File: config.mk
export PLATFORM = sky130hd
export DESIGN_NAME = instruction_buffer
export DESIGN_NICKNAME = d
export VERILOG_FILES = /design/src/rtl/instruction_buffer.sv
export SDC_FILE = /design/constraint.sdc
export NUM_CORES = 1
export LEC_CHECK = 0
export BUFFER_PORTS_ARGS = -buffer_cell sky130_fd_sc_hd__buf_2
export CELL_PAD_IN_SITES_DETAIL_PLACEMENT = 0
export CELL_PAD_IN_SITES_GLOBAL_PLACEMENT = 2
export CORE_MARGIN = 2
export CORE_UTILIZATION = 40
export CTS_BUF_LIST = sky130_fd_sc_hd__clkbuf_16
export DETAILED_ROUTE_END_ITERATION = 12
export PLACE_DENSITY_LB_ADDON = 0.1
export SETUP_SLACK_MARGIN = 0.15
export SYNTH_ARGS = -nofsm -noshare
export SYNTH_HDL_FRONTEND = slang
export SYNTH_SLANG_ARGS = --single-unit
File: constraint.sdc
create_clock -name clk -period 3 [get_ports clk]
set_input_delay 0.6 -clock clk [delete_from_list [all_inputs] [get_ports clk]]
set_output_delay 0.6 -clock clk [all_outputs]
set_load 0.01 [all_outputs]
File: src/rtl/instruction_buffer.sv
`default_nettype none
// ============================================================================
//  Module      : instruction_buffer
//  Description : Fetch-to-decode FIFO with first-word fall-through head,
//                full / early_full back-pressure and single-cycle flush.
//  Revision    : 1.0 - initial release
// ============================================================================
module instruction_buffer #(
    parameter int DEPTH = 4
) (
    input  logic                       clk,
    input  logic                       rst,
    input  logic                       push,
    input  logic [31:0]                in_instruction,
    input  logic [31:0]                in_pc,
    input  logic                       in_prediction,
    input  logic                       in_uses_rs1,
    input  logic                       in_uses_rs2,
    input  logic                       in_uses_rd,
    input  logic                       pop,
    input  logic                       flush,
    output logic                       valid,
    output logic [31:0]                out_instruction,
    output logic [31:0]                out_pc,
    output logic                       out_prediction,
    output logic                       out_uses_rs1,
    output logic                       out_uses_rs2,
    output logic                       out_uses_rd,
    output logic                       full,
    output logic                       early_full,
    output logic [$clog2(DEPTH+1)-1:0] count
);

    localparam int PW = $clog2(DEPTH);
    localparam int CW = $clog2(DEPTH + 1);

    typedef struct packed {
        logic [31:0] instr;
        logic [31:0] pc;
        logic        pred;
        logic        rs1;
        logic        rs2;
        logic        rd;
    } entry_t;

    entry_t          mem_q [DEPTH];
    logic [PW-1:0]   rd_ptr_q, rd_ptr_d;
    logic [PW-1:0]   wr_ptr_q, wr_ptr_d;
    logic [CW-1:0]   count_q,  count_d;
    logic            push_ok;
    logic            pop_ok;
    entry_t          in_entry;
    entry_t          head;

    assign in_entry = '{instr: in_instruction, pc: in_pc, pred: in_prediction,
                        rs1: in_uses_rs1, rs2: in_uses_rs2, rd: in_uses_rd};

    assign valid      = (count_q != '0);
    assign full       = (count_q == CW'(DEPTH));
    assign early_full = (count_q >= CW'(DEPTH - 1));
    assign count      = count_q;

    // A full buffer still accepts a push when the head leaves in the same cycle.
    assign pop_ok  = pop & valid;
    assign push_ok = push & (~full | pop_ok);

    always_comb begin
        rd_ptr_d = rd_ptr_q;
        wr_ptr_d = wr_ptr_q;
        count_d  = count_q;
        if (flush) begin
            rd_ptr_d = '0;
            wr_ptr_d = '0;
            count_d  = '0;
        end else begin
            if (push_ok) wr_ptr_d = wr_ptr_q + PW'(1);
            if (pop_ok)  rd_ptr_d = rd_ptr_q + PW'(1);
            count_d = count_q + CW'(push_ok) - CW'(pop_ok);
        end
    end

    always_ff @(posedge clk) begin
        if (rst) begin
            rd_ptr_q <= '0;
            wr_ptr_q <= '0;
            count_q  <= '0;
        end else begin
            rd_ptr_q <= rd_ptr_d;
            wr_ptr_q <= wr_ptr_d;
            count_q  <= count_d;
        end
    end

    always_ff @(posedge clk) begin
        if (!rst && !flush && push_ok) begin
            mem_q[wr_ptr_q] <= in_entry;
        end
    end

    assign head            = mem_q[rd_ptr_q];
    assign out_instruction = head.instr;
    assign out_pc          = head.pc;
    assign out_prediction  = head.pred;
    assign out_uses_rs1    = head.rs1;
    assign out_uses_rs2    = head.rs2;
    assign out_uses_rd     = head.rd;

endmodule
`default_nettype wire

==> key figures <==
Run status
  – Outcome: finished clean

Power and ir drop
  – Leak: 4.162 nW
  – Pwr Total: 7.742 mW
  – Clock power share: 0.394
  – Internal power: 6.223 mW
  – Pwr per Cell Area: 623.5 nW/um^2
  – Gate power share: 0.042
  – Net Sw Frac: 0.1962
  – VDD IR-drop max: 0.0004657 V
  – Switch Pwr: 1.519 mW
  – Sequential Power Share: 0.564

Drt
  – Via count: 4734
  – WL final: 19530 um
  – 1st-iter DRT viols: 300
  – Post-route ant nets: 0
  – Via/cell ratio: 5.074
  – WL per Instance: 20.93 um
  – DRT Pass-1 Iters: 5
  – Post-route DRC: 0

Critical path
  – Worst path cell trace: buf_12, mux4_2, buf_2
  – CP max stage delay: 670 ps
  – CP endpoint kind: output pin
  – Bufs and invs on worst path: 2
  – Crit path DAT: 2060 ps
  – R2R cell count: 7
  – Worst Path Required: 2400 ps
  – Slack of the worst reg-to-reg path: 790 ps
  – Reg2reg end: count[2]
  – Setup crit start kind: register
  – Critical-path maximum fanout: 30
  – CP Class: register to output pin
  – R2R Path Start: count[1]
  – Critical path's top delay family: flip-flops
  – Slowest stage cell on the critical path: dfxtp_4

Global routing
  – Vias in the first global route: 5163
  – GRT Util Overall: 0.1445
  – First-pass GRT wire length: 29460 um
  – Grt ovf: 0
  – Initial antenna violation count: 3
  – Largest net degree at the start of global routing: 37

Placement
  – Post-DP Area: 11550 um^2
  – Dpl ws: 722.9 ps
  – DPL Wire Length: 11680 um
  – Routability cong.: 0.7138
  – IO buf count: 146

Cells and area
  – Share of layout cells above drive strength 1: 0.4568
  – Fillers: 2110
  – # nets final: 667
  – Cell area after layout: 12420 um^2
  – Area grow syn2layout: 20.32%

Synth
  – Ys flop type: edfxtp_1
  – Ys async rst share: 0
  – Synth unique cells: 27
  – Mapped Area: 10320 um^2
  – EDFF count, synth: 272
  – #FFs+latches synth: 281
  – Area contributors post-synth: edfxtp_1 79%, mux4_2 15%, dfxtp_1 1.7%, ha_1 0.73%, buf_12 0.58%
  – Leading area contributor after synthesis: edfxtp_1
  – Synth top area share: 0.7916
  – Ys Warns: 0
  – Mapped Nets: 486
  – Cell with the most instances after synthesis: edfxtp_1
  – Post-Syn Instances: 406
  – Avg Cell Area, Syn: 25.42 um^2
  – Sequential area share after synthesis: 0.8090
  – Commonest cells in the netlist: 272 x edfxtp_1, 68 x mux4_2, 9 x dfxtp_1, 6 x ha_1

Clock tree
  – Sink Count: 281
  – CTS Buf Count: 29
  – H-tree depth: 1
  – Root Buffer: clkbuf_16
  – CTS tree: done
  – Max clock buf depth: 3
  – CTS clk-pin slew, worst paths: 60 ps
  – Clock Latency Late Sink: 530 ps

Floorplan
  – Die area: 27100 um^2
  – Starting Density: 0.4086
  – Core area: 25250 um^2
  – FP Rows: 58
  – Die width: 164.6 um
  – I/O pin total: 147
  – Chip height: 164.6 um

STA
  – Worst hold slack: 286.6 ps
  – Fin. Hold Viols: 0
  – Final setup violation count: 0
  – Worst Slack Setup Final: 344.1 ps
  – Worst slew margin: 0.6537
  – Minimum clock period: 2656 ps
  – TNS Setup: 0 ps
  – Slew Limit Fails: 0
  – Fmax: 0.3765 GHz
  – Tcrit/Tclk final: 0.8853
  – Worst-Margin Slew: 519.5 ps
  – RSZ-0062 raised after global routing: no
  – Final Skew: 5.402 ps

Job
  – Number of max-cap violations: 0

Worst hold path
  – Hold endpoint: mem_q[1][6]
  – Hold path cells: 1
  – Min-Delay Path Class: input port to register
  – Hold_sp: in_pc[2]
cell type report:
type,instances,area [um^2],area share
diodes,1,2.502,0.0002016
clock inverters,17,71.32,0.005744
well taps,330,412.9,0.03326
multi-input cells,104,1836,0.1478
inverters,5,18.77,0.001512
repair buffers,166,993.5,0.08002
flip-flops and latches,281,8356,0.6730
clock buffers,29,725.7,0.05845
worst max-delay path by stage:
stage / from / to / slack, ps / cells after the start
after CTS: register / out_pc[18] / 160 / 3
after floorplan: flush / mem_q[0][0] / 700 / 2
after global placement: register / out_instruction[1] / 740 / 3
final: register / out_pc[3] / 340 / 3
after detailed placement: register / out_pc[18] / 720 / 3
after global routing: register / out_instruction[25] / 260 / 3
power by group through the flow:
stage | registers, mW | logic [mW] | clock network (mW)
after floorplan | 4.45 | 0.157 | 0
after global placement | 4.45 | 0.309 | 0
after detailed placement | 4.45 | 0.319 | 0
after CTS | 4.37 | 0.320 | 3.15
after global routing | 4.37 | 0.356 | 3.29
final | 4.36 | 0.324 | 3.05
through the flow:
stage               instances    util
floorplan                 406       -
global route              932  0.4915
CTS                       927  0.4891
finish                    933  0.4916
detailed placement        881  0.4575
global placement          881  0.4575
layer usage:
metal	vias to the layer above	track usage	share of wire
met5	-	0	0.0014
met4	4	0.03992	0.026
met3	38	0.03516	0.066
met2	130	0.2368	0.48
met1	2473	0.1949	0.43
li1	2089	-	-
worst register-to-register path, stage by stage (launching register included):
cell and delay, ps:
dfxtp_1 380, o31ai_1 440, or2_2 210, a21bo_2 220
ha_1 200, fa_1 390, xnor2_1 200, nor3_1 70
kinds of logic (layout without fill, tap and decap cells):
kind of cell	count (synthesis)	count (layout)	synth area share
AND/OR/NAND/NOR	19	19	0.009701
flip-flops	281	281	0.8090
XOR/XNOR	3	3	0.002547
AO/OA/AOI/OAI	5	5	0.004123
other	0	1	0
adder cells (fa/ha/maj)	7	7	0.009215
multiplexers	70	70	0.1504
buffers and inverters	21	217	0.01504
cells in the final DEF (no fill, tap or decap), drive strengths merged:
master,count
nor3,4
a21bo,1
nor3b,1
mux2i,2
or3,1
mux4,68
and2,2
diode,1
ha,6
dfxtp,9
and3,4
fa,1
xnor2,1
nand2,5
a21boi,1
o31ai,1
or2,1
nor2,1
clkinv,6
o21ai,1
buf,166
clkbuf,29
o311ai,1
xor2,2
inv,16
edfxtp,272
sequential cells by signal, indices dropped and copies added, names as in the netlist, named ones only:
signal    cells
mem_q       272
wr_ptr_q      2
rd_ptr_q      2
count         3
repair_timing:
item	in CTS	in global routing
buffers inserted	0	5
hold buffers	0	0
resized for setup	0	0
setup endpoints to repair	0	20
(Power assumes the default switching activity.)
